--- config.mk ---
export PLATFORM = sky130hd
export DESIGN_NAME = huffman_decoder_flat
export DESIGN_NICKNAME = d
export VERILOG_FILES = /design/src/rtl/huffman_decoder_if.sv /design/src/rtl/huffman_decoder.sv /design/src/flat_wrapper.sv
export SDC_FILE = /design/constraint.sdc
export NUM_CORES = 1
export LEC_CHECK = 0
export ABC_AREA = 1
export CORE_MARGIN = 2
export CORE_UTILIZATION = 40
export DETAILED_ROUTE_END_ITERATION = 7
export PLACE_DENSITY = 0.52
export RECOVER_POWER = 25
export SYNTH_ARGS = -nofsm -noshare
export SYNTH_HDL_FRONTEND = slang
export SYNTH_SLANG_ARGS = --single-unit
--- constraint.sdc ---
create_clock -name clk -period 23 [get_ports clk]
set_clock_uncertainty 0.1 [all_clocks]
set_input_delay 4.6 -clock clk [delete_from_list [all_inputs] [get_ports clk]]
set_output_delay 4.6 -clock clk [all_outputs]
set_load 0.005 [all_outputs]
--- src/rtl/huffman_decoder_if.sv ---
// Table-load, bitstream and symbol handshake bundle for the Huffman decoder.
// The master drives table writes, control and bits; the slave is the decoder.
interface huffman_decoder_if #(parameter int AW = 4);
  logic          tbl_we;
  logic [AW-1:0] tbl_addr;
  logic [7:0]    tbl_sym;
  logic [7:0]    tbl_code;
  logic [2:0]    tbl_len;
  logic          start;
  logic          stop;
  logic          bit_in;
  logic          bit_valid;
  logic          bit_ready;
  logic [7:0]    sym_out;
  logic          sym_valid;
  logic          sym_ready;
  logic [7:0]    sym_count;
  logic          done;
  logic          err;

  modport master (
    output tbl_we, tbl_addr, tbl_sym, tbl_code, tbl_len,
    output start, stop, bit_in, bit_valid, sym_ready,
    input  bit_ready, sym_out, sym_valid, sym_count, done, err
  );

  modport slave (
    input  tbl_we, tbl_addr, tbl_sym, tbl_code, tbl_len,
    input  start, stop, bit_in, bit_valid, sym_ready,
    output bit_ready, sym_out, sym_valid, sym_count, done, err
  );
endinterface

--- src/rtl/huffman_decoder.sv ---
// Streaming MSB-first Huffman decoder: loadable table of up to NSYM codes
// (1..7 bits), parallel match per incoming bit, one symbol out per codeword.
module huffman_decoder #(
  parameter int NSYM = 16,
  parameter int AW   = 4
) (
  input  logic              clk,
  input  logic              rst,
  huffman_decoder_if.slave  bus
);

  typedef enum logic [1:0] {IDLE, RUN, OUT, ERR} state_t;

  state_t     state_q, state_d;
  logic [7:0] tsym_q  [NSYM];
  logic [7:0] tcode_q [NSYM];
  logic [2:0] tlen_q  [NSYM];

  logic [6:0] acc_q, acc_d;
  logic [2:0] cnt_q, cnt_d;
  logic [7:0] sym_out_q, sym_out_d;
  logic [7:0] sym_count_q, sym_count_d;
  logic       sym_valid_q, sym_valid_d;
  logic       done_q, done_d;
  logic       err_q, err_d;

  logic [6:0] nacc;
  logic [2:0] ncnt;
  logic       hit;
  logic [7:0] hit_sym;
  logic       bit_ready;

  function automatic logic [6:0] len_mask(input logic [2:0] l);
    logic [7:0] m;
    m = (8'd1 << l) - 8'd1;
    return m[6:0];
  endfunction

  // Table storage; len==0 marks an entry invalid, so reset only needs to
  // guarantee that, but everything is cleared for determinism.
  always_ff @(posedge clk or posedge rst) begin
    if (rst) begin
      for (int i = 0; i < NSYM; i++) begin
        tsym_q[i]  <= '0;
        tcode_q[i] <= '0;
        tlen_q[i]  <= '0;
      end
    end else if (state_q == IDLE && bus.tbl_we && int'(bus.tbl_addr) < NSYM) begin
      tsym_q[bus.tbl_addr]  <= bus.tbl_sym;
      tcode_q[bus.tbl_addr] <= bus.tbl_code;
      tlen_q[bus.tbl_addr]  <= bus.tbl_len;
    end
  end

  // Parallel match on the accumulator including the incoming bit; scanning
  // downward lets the lowest matching index win.
  always_comb begin
    nacc    = {acc_q[5:0], bus.bit_in};
    ncnt    = cnt_q + 3'd1;
    hit     = 1'b0;
    hit_sym = '0;
    for (int i = NSYM - 1; i >= 0; i--) begin
      if (tlen_q[i] != 3'd0 && tlen_q[i] == ncnt &&
          ((tcode_q[i][6:0] ^ nacc) & len_mask(tlen_q[i])) == 7'd0) begin
        hit     = 1'b1;
        hit_sym = tsym_q[i];
      end
    end
  end

  always_ff @(posedge clk or posedge rst) begin
    if (rst) begin
      state_q     <= IDLE;
      acc_q       <= '0;
      cnt_q       <= '0;
      sym_out_q   <= '0;
      sym_count_q <= '0;
      sym_valid_q <= 1'b0;
      done_q      <= 1'b0;
      err_q       <= 1'b0;
    end else begin
      state_q     <= state_d;
      acc_q       <= acc_d;
      cnt_q       <= cnt_d;
      sym_out_q   <= sym_out_d;
      sym_count_q <= sym_count_d;
      sym_valid_q <= sym_valid_d;
      done_q      <= done_d;
      err_q       <= err_d;
    end
  end

  always_comb begin
    state_d     = state_q;
    acc_d       = acc_q;
    cnt_d       = cnt_q;
    sym_out_d   = sym_out_q;
    sym_count_d = sym_count_q;
    sym_valid_d = sym_valid_q;
    done_d      = 1'b0;
    err_d       = err_q;
    case (state_q)
      IDLE, ERR: begin
        sym_valid_d = 1'b0;
        if (bus.start) begin
          state_d     = RUN;
          acc_d       = '0;
          cnt_d       = '0;
          sym_count_d = '0;
          err_d       = 1'b0;
        end
      end
      RUN: begin
        // stop outranks a pending bit; a partial codeword is an error
        if (bus.stop) begin
          if (cnt_q == 3'd0) begin
            done_d  = 1'b1;
            state_d = IDLE;
          end else begin
            err_d   = 1'b1;
            state_d = ERR;
          end
        end else if (bus.bit_valid) begin
          if (hit) begin
            sym_out_d   = hit_sym;
            sym_valid_d = 1'b1;
            acc_d       = '0;
            cnt_d       = '0;
            state_d     = OUT;
          end else if (ncnt == 3'd7) begin
            err_d   = 1'b1;
            state_d = ERR;
          end else begin
            acc_d = nacc;
            cnt_d = ncnt;
          end
        end
      end
      OUT: begin
        if (bus.sym_ready) begin
          sym_valid_d = 1'b0;
          sym_count_d = sym_count_q + 8'd1;
          state_d     = RUN;
        end
      end
      default: state_d = IDLE;
    endcase
  end

  always_comb begin
    bit_ready = (state_q == RUN) && !bus.stop;
  end

  assign bus.bit_ready = bit_ready;
  assign bus.sym_out   = sym_out_q;
  assign bus.sym_valid = sym_valid_q;
  assign bus.sym_count = sym_count_q;
  assign bus.done      = done_q;
  assign bus.err       = err_q;

endmodule
--- src/flat_wrapper.sv ---
// flat-port wrapper written by rule: the top's interface ports become plain ports
module huffman_decoder_flat 
#(
  parameter int NSYM = 16,
  parameter int AW   = 4
)
  (clk, rst, bus_tbl_we, bus_tbl_addr, bus_tbl_sym, bus_tbl_code, bus_tbl_len, bus_start, bus_stop, bus_bit_in, bus_bit_valid, bus_sym_ready, bus_bit_ready, bus_sym_out, bus_sym_valid, bus_sym_count, bus_done, bus_err);
  huffman_decoder_if #(.AW(AW)) bus_i ();
  input  logic clk;
  input  logic rst;
  input wire logic [$bits(bus_i.tbl_we)-1:0] bus_tbl_we;
  input wire logic [$bits(bus_i.tbl_addr)-1:0] bus_tbl_addr;
  input wire logic [$bits(bus_i.tbl_sym)-1:0] bus_tbl_sym;
  input wire logic [$bits(bus_i.tbl_code)-1:0] bus_tbl_code;
  input wire logic [$bits(bus_i.tbl_len)-1:0] bus_tbl_len;
  input wire logic [$bits(bus_i.start)-1:0] bus_start;
  input wire logic [$bits(bus_i.stop)-1:0] bus_stop;
  input wire logic [$bits(bus_i.bit_in)-1:0] bus_bit_in;
  input wire logic [$bits(bus_i.bit_valid)-1:0] bus_bit_valid;
  input wire logic [$bits(bus_i.sym_ready)-1:0] bus_sym_ready;
  output wire logic [$bits(bus_i.bit_ready)-1:0] bus_bit_ready;
  output wire logic [$bits(bus_i.sym_out)-1:0] bus_sym_out;
  output wire logic [$bits(bus_i.sym_valid)-1:0] bus_sym_valid;
  output wire logic [$bits(bus_i.sym_count)-1:0] bus_sym_count;
  output wire logic [$bits(bus_i.done)-1:0] bus_done;
  output wire logic [$bits(bus_i.err)-1:0] bus_err;
  assign bus_i.tbl_we = bus_tbl_we;
  assign bus_i.tbl_addr = bus_tbl_addr;
  assign bus_i.tbl_sym = bus_tbl_sym;
  assign bus_i.tbl_code = bus_tbl_code;
  assign bus_i.tbl_len = bus_tbl_len;
  assign bus_i.start = bus_start;
  assign bus_i.stop = bus_stop;
  assign bus_i.bit_in = bus_bit_in;
  assign bus_i.bit_valid = bus_bit_valid;
  assign bus_i.sym_ready = bus_sym_ready;
  assign bus_bit_ready = bus_i.bit_ready;
  assign bus_sym_out = bus_i.sym_out;
  assign bus_sym_valid = bus_i.sym_valid;
  assign bus_sym_count = bus_i.sym_count;
  assign bus_done = bus_i.done;
  assign bus_err = bus_i.err;
  huffman_decoder #(.NSYM(NSYM), .AW(AW)) u_core (.clk(clk), .rst(rst), .bus(bus_i));
endmodule
After elaboration in Yosys (flattened, before gate mapping):

Cells that the tools add are included.

* add/sub/neg operators: 18
* multipliers: 0
* divide/modulo/power cells: 0
* $lt $le $gt $ge: 2
* eq/ne operators: 31
* shift-type cells: 16
* multiplexer cells: 77
* bitwise logic cells: 34
* reduce and logical (&&, ||, !) cells: 79

Operator list (count)
* bitwise mux 128 bit: 2
* 2-to-1 mux 8 bit: 19
* bitwise AND 7 bit: 16
* logical NOT 7 bit: 16
* << shifter 1 x 3 -> 7 bit (first input constant): 16
* subtractor 7 x 1 -> 7 bit (second input constant): 16
* bitwise XOR 7 bit: 16
* bitwise mux 48 bit: 1
* equality test 3 bit: 16
* nonzero test 3 bit: 16
* logical AND 1 bit: 35
* demux 8 bit (select 4 bit): 1
* 2-to-1 mux 6 bit: 5
* 2-to-1 mux 1 bit: 29
* 2-to-1 mux 3 bit: 6
* one-hot mux 8 bit (2 select lines): 1
* 2-to-1 mux 2 bit: 7
* demux 3 bit (select 4 bit): 1
* one-hot mux 6 bit (2 select lines): 1
* AND reduction 4 bit: 3
* inequality test 3 bit (second input constant): 3
* adder 8 x 1 -> 8 bit (second input constant): 1
* inequality test 2 bit (second input constant): 4
* inequality test 3 x 2 -> 1 bit (second input constant): 2
* other kinds (22): 24

* bits in registers: 334
* bits in latches: 0
* memory bits (writable): 0
* ROM bits: 0
* input port bits: 31
* output and inout port bits: 20
* logic and storage cells: 313
* memories kept: 0

Depth between registers and ports, before layout:

Gate-level depths: netlist (run 1).

* word-level depth: 25
* gate-level depth with buffers: 28
* mapped depth without buffers: 27

Worst setup path before layout (run 1):

Ideal clock, no wire load.

* path type: input to output
* start point: input bus_stop
* end point: output bus_bit_ready
* data arrival time: 4.911 ns
* data required time: 18.300 ns
* setup slack: 13.389 ns
* stages: 1
* buffers on the path: 0
* path through: nor2_1

* cells in the longest elaborated chain, start to end: 2

Ends and longest elaborated chain
* start: declaration: line flat_wrapper.sv:17 `input wire logic [$bits(bus_i.stop)-1:0] bus_stop;`
* logical NOT 1 bit: line huffman_decoder.sv:151 `bit_ready = (state_q == RUN) && !bus.stop;`
* logical AND 1 bit: line huffman_decoder.sv:151
* end: declaration: line flat_wrapper.sv:21 `output wire logic [$bits(bus_i.bit_ready)-1:0] bus_bit_ready;`

Every way passes these cells.

Final worst setup path (run 1):

Ends and elaborated chain as after synthesis.

==> flow_summary.json, run 1 <==
{
  "grt_pass1_vias": 13900,
  "peakVddDrop_uv": 40.5,
  "fin_setup_tns_ns": 0,
  "hp-start": "u_core.tsym_q[104]$_DFFE_PP0P_",
  "nets": 2342,
  "yosysTopAreaCell": "dfrtp_1",
  "avgSynthCellArea_um2": 7.59,
  "htreeDepth": 2,
  "viasPerCell": 5.11,
  "synth_most_common_cell": "nand2_1",
  "finalCriticalPeriod_ns": 10.84,
  "whs_ns": 0.378,
  "place_congestion": 0.841,
  "drv_cap": 5,
  "synth_async_sr_flop_share_pct": 100,
  "hold_buffers": 0,
  "power_density_mw_per_mm2": 148,
  "setup.worst_path.end_class": "output port",
  "yosysWarnings": 0,
  "drt-initial-drc-count": 1124,
  "syn_to_final_growth_pct": 11.5,
  "cts_resized": 0,
  "synth.area.top_cells": "dfrtp_1 45%, nand2_1 15%, o21ai_0 9.9%",
  "cts_tree": "built",
  "dpl.hpwl_mm": 31.6,
  "vias": 14800,
  "syn_nets": 2360,
  "p_leak_nw": 9.31,
  "numCtsBuffers": 39,
  "postLayoutCoreUtil_pct": 45.2,
  "dp.cells": 2832,
  "core_mm2": 0.0432,
  "tightest_slew_ns": 5.12,
  "start_kind": "primary input",
  "slew_headroom_pct": -243,
  "ant_nets": 0,
  "yosys-top-cells-count": "689 x nand2_1, 346 x o21ai_0, 318 x dfrtp_1, 180 x nor2_1, 164 x inv_1",
  "drc_errors": 0,
  "cts.sinks": 318,
  "wl_per_cell_um": 17.0,
  "dr.pass1.iters": 5,
  "arrival_ns": 6.14,
  "post-cts-setup-buffers": 0,
  "hp-class": "register to register",
  "fp-row-count": 76,
  "period_share_pct": 47.1,
  "track_usage_pct": 22.5,
  "seq_area_frac_synth_pct": 45.5,
  "setup_viol": 0,
  "r2r_start": "u_core.cnt_q[0]$_DFFE_PP0P_",
  "clk_pin_slew_ns": 0.05,
  "synth_seq_cells": 318,
  "portBuffers": 49,
  "mappedNetlistArea_mm2": 0.0175,
  "drv_slew": 258,
  "yosysTopAreaCellShare_pct": 45.5,
  "dieHeight_um": 213,
  "clock.fmax_ghz": 0.0923,
  "r2r_setup_slack_ns": 18.49,
  "r2r-end": "u_core.acc_q[5]$_DFFE_PP0P_",
  "drive_gt1_share_pct": 5.52,
  "hold_viol_final": 0,
  "crit_fanout": 5,
  "dieArea_mm2": 0.0454,
  "die_x_um": 213,
  "criticalPathCategory": "primary input to output port",
  "ys_types": 54,
  "io_pins": 51,
  "start_util_pct": 40.5,
  "diodes": 0,
  "insertion_delay_ns": 0.56,
  "timing.critical_path.from": "bus_stop",
  "dpl_cell_area_mm2": 0.0182,
  "fillCellCount": 4489,
  "antenna_found_initial": 0,
  "crit_end": "bus_bit_ready",
  "cts_root_buf": "clkbuf_16",
  "violations": "capacitance limit, slew limit",
  "grt_max_degree": 111,
  "status": "finished, violations left",
  "gr-total-overflow": 0,
  "clock_path_buffers": 3,
  "routed_wl_mm": 49.5,
  "synth_ff_type": "dfrtp_1",
  "grt_first_pass_wirelength_mm": 78.2,
  "crit_required_ns": 18.30,
  "netlist_instances": 2306,
  "synth-edff-count": 0,
  "worstRegToRegCells": 18,
  "grt_setup_unrepaired": "no",
  "final_cell_area_mm2": 0.0195,
  "final_cells": 2902
}
-- flip-flops by register name, summed over array words and instances, names as in the netlist --
signal / flops
u_core.cnt_q: 3
u_core.bus.err: 1
u_core.acc_q: 6
u_core.bus.sym_out: 8
u_core.tsym_q: 128
u_core.bus.done: 1
u_core.bus.sym_count: 8
u_core.tcode_q: 112
u_core.tlen_q: 48
u_core.bus.sym_valid: 1
u_core.state_q: 2
-- per-stage QoR --
stage	total power, mW	setup WS (ns)
3_3_place_gp	2.25	12.31
4_1_cts	2.92	12.29
2_1_floorplan	1.95	9.50
5_1_grt	3.16	12.13
6_report	2.89	12.16
3_5_place_dp	2.27	12.30
-- layer usage --
layer / vias to the layer above / track usage, % / routed length, um
met4: 0 / 7.54 / 1390
li1: 7443 / - / -
met5: - / 0 / 0
met1: 6991 / 31.0 / 23300
met3: 77 / 2.78 / 2070
met2: 318 / 36.6 / 22700
-- how the worst min path moves through the flow --
| stage | to | cells past startpoint |
|---|---|---|
| after floorplan | u_core.tsym_q[32]$_DFFE_PP0P_ | 2 |
| after global placement | u_core.tsym_q[110]$_DFFE_PP0P_ | 2 |
| after detailed placement | u_core.tsym_q[32]$_DFFE_PP0P_ | 2 |
| after CTS | u_core.tsym_q[32]$_DFFE_PP0P_ | 2 |
| after global routing | u_core.tsym_q[30]$_DFFE_PP0P_ | 2 |
| final | u_core.tsym_q[104]$_DFFE_PP0P_ | 2 |
-- worst max-delay path, cell delays in order --
cell             delay [ns]
dlygate4sd3_1          0.59
nor2_1                 0.36
clkdlybuf4s50_1        0.58
-- cell type report --
cell class                 count  area, um^2  share of cell area [%]
sequential                   318        7960                    40.8
clock buffer                  57        1140                    5.86
timing repair buffer          67         611                    3.13
multi-input combinational   1684        8230                    42.2
clock inverter                13         158                   0.808
tap                          585         732                    3.75
inverter                     178         669                    3.43
-- cells in the final DEF, fill, tap and decap left out, drive strengths merged, types with 8 or more instances in the layout --
cell           count
inv              178
o21ai            355
nand2            698
clkinv             8
clkdlybuf4s50     43
xnor2             38
ha                23
dfrtp            318
o22ai             21
clkbuf            61
nand3b             9
nor2             190
nand3             97
xor2              59
a21oi             72
nor3              45
nand4             29
buf               14
-- kinds of logic after synthesis --
logic type	after synthesis	synth area share (%)
buffers and inverters	304	7.47
AND/OR/NAND/NOR	1086	26.0
AO/OA/AOI/OAI	478	14.6
XOR/XNOR	97	4.85
adder cells (fa/ha/maj)	23	1.64
flip-flops	318	45.5
-- report_power, final --
part / internal (mW) / leakage [nW] / switching [mW]
logic: 0.472 / 4.46 / 0.801
registers: 0.797 / 4.21 / 0.194
clock network: 0.379 / 0.642 / 0.247
total: 1.65 / 9.31 / 1.24
No activity file was read; power rests on OpenSTA's default activity.
==> run 2, diff against run 1 <==
Clock period 23 ns to 10.4 ns, I/O delays scaled along.
==> flow_summary.json, run 2 (same netlist as run 1, synthesis figures left out) <==
{
  "status": "finished, violations left",
  "violations": "capacitance limit, slew limit",
  "hold_viol_final": 0,
  "hp-class": "register to register",
  "setup.worst_path.end_class": "output port",
  "worstHoldEndpoint": "u_core.tsym_q[104]$_DFFE_PP0P_",
  "core_mm2": 0.0432,
  "vias": 14900,
  "r2r-end": "u_core.cnt_q[1]$_DFFE_PP0P_",
  "cts.sinks": 318,
  "final_cells": 2896,
  "p_leak_nw": 9.36,
  "dr.pass1.iters": 5,
  "fin_setup_tns_ns": 0,
  "nets": 2341,
  "dpl.hpwl_mm": 32.2,
  "insertion_delay_ns": 0.56,
  "top_register": "u_core.tsym_q",
  "fillCellCount": 4436,
  "clk_pin_slew_ns": 0.06,
  "start_kind": "primary input",
  "crit_required_ns": 8.22,
  "hp-start": "u_core.tsym_q[104]$_DFFE_PP0P_",
  "setup_viol": 0,
  "numCtsBuffers": 38,
  "finalCriticalPeriod_ns": 5.81,
  "place_congestion": 0.835,
  "crit_fanout": 5,
  "antenna_found_initial": 0,
  "final_cell_mix": "689 x nand2_1, 346 x o21ai_0, 318 x dfrtp_1, 180 x nor2_1, 163 x inv_1",
  "wl_per_cell_um": 17.2,
  "dieArea_mm2": 0.0454,
  "finalPower_mw": 6.46,
  "min_path_cells": 2,
  "drv_slew": 164,
  "worstRegToRegCells": 18,
  "drt-initial-drc-count": 1257,
  "syn_to_final_growth_pct": 11.7,
  "criticalPathCategory": "primary input to output port",
  "top_regs": "u_core.tsym_q (128), u_core.tcode_q (112), u_core.tlen_q (48)",
  "fin_ws_ns": 4.59,
  "largest_reg_flops": 128,
  "grt_max_degree": 147,
  "htreeDepth": 2,
  "period_share_pct": 55.9,
  "grt_setup_unrepaired": "no",
  "drc_errors": 0,
  "arrival_ns": 3.63,
  "hold_buffers": 0,
  "drive_gt1_share_pct": 5.45,
  "clock_path_buffers": 3,
  "multi_input_area_mm2": 0.00823,
  "whs_ns": 0.380,
  "clock.fmax_ghz": 0.172,
  "grt_first_pass_wirelength_mm": 79.3,
  "track_usage_pct": 22.7,
  "routed_wl_mm": 50.0,
  "cts_resized": 0,
  "fp-row-count": 76,
  "drv_cap": 4,
  "dp.cells": 2832,
  "viasPerCell": 5.16,
  "power_density_mw_per_mm2": 330,
  "slew_headroom_pct": -96.7,
  "portBuffers": 49,
  "io_pins": 51,
  "ant_nets": 0,
  "cts_root_buf": "clkbuf_16",
  "postLayoutCoreUtil_pct": 45.3,
  "gr-total-overflow": 0,
  "diodes": 0,
  "die_x_um": 213,
  "dpl_cell_area_mm2": 0.0182,
  "final_cell_area_mm2": 0.0195,
  "tightest_slew_ns": 2.95,
  "post-cts-setup-buffers": 0,
  "ff_latch_area_mm2": 0.00796,
  "r2r_start": "u_core.cnt_q[0]$_DFFE_PP0P_",
  "start_util_pct": 40.5,
  "grt_pass1_vias": 14000,
  "dieHeight_um": 213,
  "final_common_cell": "nand2_1",
  "r2r_setup_slack_ns": 5.80,
  "pre_cts_slack_ns": 4.73,
  "cts_tree": "built",
  "peakVddDrop_uv": 99.4
}
[run 2: cell types whose count changed in the layout (fill, tap and decap cells not counted)]
cell / delta
clkbuf_8: -5
clkinvlp_2: -1
clkdlybuf4s50_1: -7
inv_6: -3
dlygate4sd3_1: +7
clkbuf_1: -4
clkinv_4: -1
bufinv_16: +3
clkbuf_16: +2
buf_4: -1
buf_12: +1
clkinv_2: +3
[run 2: worst max-delay path by stage]
stage,from,to,slack (ns),cells past startpoint
finish,bus_stop,bus_bit_ready,4.59,3
global route,rst,u_core.bus.done$_DFF_PP0_,4.29,4
CTS,bus_stop,bus_bit_ready,4.71,3
detailed placement,bus_stop,bus_bit_ready,4.73,3
global placement,bus_stop,bus_bit_ready,4.73,3
floorplan,rst,u_core.acc_q[0]$_DFFE_PP0P_,3.98,1
[run 2: layout make-up]
cell class | count | area share, %
Multi-Input combinational cell | 1684 | 42.1
Sequential cell | 318 | 40.7
Clock buffer | 50 | 5.68
Tap cell | 585 | 3.74
Inverter | 178 | 3.44
Timing Repair Buffer | 67 | 3.19
Clock inverter | 14 | 1.13
[run 2: power breakdown]
group	total [mW]	switching [mW]	internal (mW)
clock network	1.43	0.537	0.895
registers	2.21	0.445	1.76
logic	2.82	1.78	1.04
[run 2: routing by layer]
metal / up-vias / wire [um] / GRT usage, %
met5: - / 0 / 0
met4: 0 / 1060 / 5.87
met3: 69 / 2580 / 3.54
met2: 338 / 22900 / 36.8
met1: 7099 / 23400 / 31.7
li1: 7440 / - / -
[run 2: worst max-delay path, stage by stage]
cell	delay [ns]
dlygate4sd3_1	0.60
nor2_1	0.37
clkdlybuf4s50_1	0.58
==> run 3, diff against run 2 <==
Settings changed: PLACE_DENSITY 0.52 to 0.54.
Clock period 10.4 ns to 4.91 ns, I/O delays scaled along.
==> flow_summary.json, run 3 (same netlist as run 1, synthesis figures left out) <==
{
  "start_util_pct": 40.5,
  "viasPerCell": 5.18,
  "top_regs": "u_core.tsym_q (128), u_core.tcode_q (112), u_core.tlen_q (48)",
  "antenna_found_initial": 0,
  "final_cell_mix": "689 x nand2_1, 346 x o21ai_0, 318 x dfrtp_1, 180 x nor2_1, 163 x inv_1",
  "violations": "capacitance limit, slew limit",
  "grt_setup_unrepaired": "no",
  "p_leak_nw": 9.37,
  "track_usage_pct": 22.9,
  "top_register": "u_core.tsym_q",
  "tightest_slew_ns": 2.42,
  "criticalPathCategory": "register to register",
  "drt-initial-drc-count": 1372,
  "final_common_cell": "nand2_1",
  "start_kind": "register",
  "hp-class": "register to register",
  "peakVddDrop_uv": 226,
  "insertion_delay_ns": 0.54,
  "grt_pass1_vias": 14500,
  "setup.worst_path.end_class": "register",
  "dr.pass1.iters": 6,
  "dpl.hpwl_mm": 32.9,
  "portBuffers": 49,
  "final_cell_area_mm2": 0.0196,
  "cts_tree": "built",
  "ant_nets": 0,
  "dieArea_mm2": 0.0454,
  "post-cts-setup-buffers": 0,
  "hold_buffers": 0,
  "drc_errors": 0,
  "largest_reg_flops": 128,
  "finalPower_mw": 13.6,
  "fin_setup_tns_ns": 0,
  "cpMostUsedCell": "nand2_1",
  "clock_path_buffers": 3,
  "wl_per_cell_um": 17.2,
  "critical_path.max_stage_delay_ns": 0.45,
  "slew_headroom_pct": -61.4,
  "routed_wl_mm": 50.0,
  "whs_ns": 0.382,
  "diodes": 0,
  "wl_met3_mm": 2.03,
  "fp-row-count": 76,
  "finalCriticalPeriod_ns": 4.11,
  "status": "finished, violations left",
  "numCtsBuffers": 39,
  "setup_viol": 0,
  "crit_required_ns": 5.24,
  "core_mm2": 0.0432,
  "slowest_stage": "or3_4",
  "io_pins": 51,
  "hold_viol_final": 0,
  "dpl_cell_area_mm2": 0.0183,
  "syn_to_final_growth_pct": 11.9,
  "dieHeight_um": 213,
  "htreeDepth": 2,
  "top_layer": "met4",
  "grt_max_degree": 89,
  "period_share_pct": 83.8,
  "drv_slew": 230,
  "clock.fmax_ghz": 0.243,
  "cts_root_buf": "clkbuf_16",
  "die_x_um": 213,
  "crit_fanout": 19,
  "vias": 15100,
  "nets": 2352,
  "cts_resized": 0,
  "place_congestion": 0.844,
  "postLayoutCoreUtil_pct": 45.4,
  "clk_pin_slew_ns": 0.06,
  "drive_gt1_share_pct": 6.11,
  "m1WireLength_mm": 23.4,
  "path_cells": "buf_4 > ha_1 > nand2_1 > nand2_2 > nand2_1 > nand2_1 > nand3b_1 > nor2_2 > or3_4 > nor3_4 > nand3_4 > o21ai_4 > nor2_2 > nand2_1 > nand2_1",
  "power_density_mw_per_mm2": 692,
  "drv_cap": 3,
  "grt_first_pass_wirelength_mm": 80.4,
  "cts.sinks": 318,
  "arrival_ns": 4.45,
  "dr_wl_met2_mm": 23.5,
  "gr-total-overflow": 0
}
run 3: cell count changes in the layout (fill, tap and decap cells not counted):
cell / previous run / this run
buf_4: 13 / 25
clkdlybuf4s50_1: 36 / 47
dlygate4sd3_1: 13 / 2
clkbuf_8: 5 / 12
bufinv_16: 6 / 1
clkbuf_1: 8 / 5
clkbuf_2: 0 / 2
buf_12: 1 / 0
clkinv_2: 8 / 7
clkinvlp_2: 0 / 1
clkinvlp_4: 1 / 2
dlymetal6s4s_1: 0 / 1
run 3: final timing paths:
path | from | to | slack [ns] | cells after the start
hold reg to reg | u_core.tsym_q[35]$_DFFE_PP0P_ | u_core.tsym_q[35]$_DFFE_PP0P_ | 0.38 | 2
hold / removal | u_core.tsym_q[35]$_DFFE_PP0P_ | u_core.tsym_q[35]$_DFFE_PP0P_ | 0.38 | 2
max in group asynchronous | rst | u_core.bus.sym_count[7]$_DFFE_PP0P_ | 0.94 | 3
setup / recovery | u_core.cnt_q[0]$_DFFE_PP0P_ | u_core.acc_q[3]$_DFFE_PP0P_ | 0.80 | 15
min in group asynchronous | rst | u_core.tsym_q[35]$_DFFE_PP0P_ | 0.92 | 2
setup reg to reg | u_core.cnt_q[0]$_DFFE_PP0P_ | u_core.acc_q[3]$_DFFE_PP0P_ | 0.80 | 15
run 3: where the power goes:
group | internal (mW) | switching (mW)
clock network | 1.75 | 1.13
registers | 3.73 | 0.962
logic | 2.23 | 3.76
total | 7.71 | 5.85
run 3: layout make-up:
cell class | instances | area (um^2)
sequential | 318 | 7960
fill | 4383 | 23600
multi-input combinational | 1684 | 8230
clock inverter | 10 | 80.1
inverter | 178 | 669
timing repair buffer | 77 | 701
clock buffer | 58 | 1210
tap | 585 | 732
run 3: critical path: cells and delay by family (launching register included):
kind	cells	cell delay, ns
compound gates	1	0.33
fa+ha+maj	1	0.28
buf+inv	1	0.39
flops	1	0.36
simple gates	12	2.52
run 3: metrics by stage:
step	instances	setup slack, ns
after floorplan	2306	-0.411
after global placement	2842	0.479
after detailed placement	2842	0.466
after CTS	2910	0.790
after global routing	2910	0.352
final	2910	0.797
run 3: metal layers:
metal / track usage, % / vias up
met5: 0 / -
met4: 6.37 / 0
met3: 2.60 / 65
met2: 38.9 / 349
met1: 30.9 / 7200
li1: - / 7471
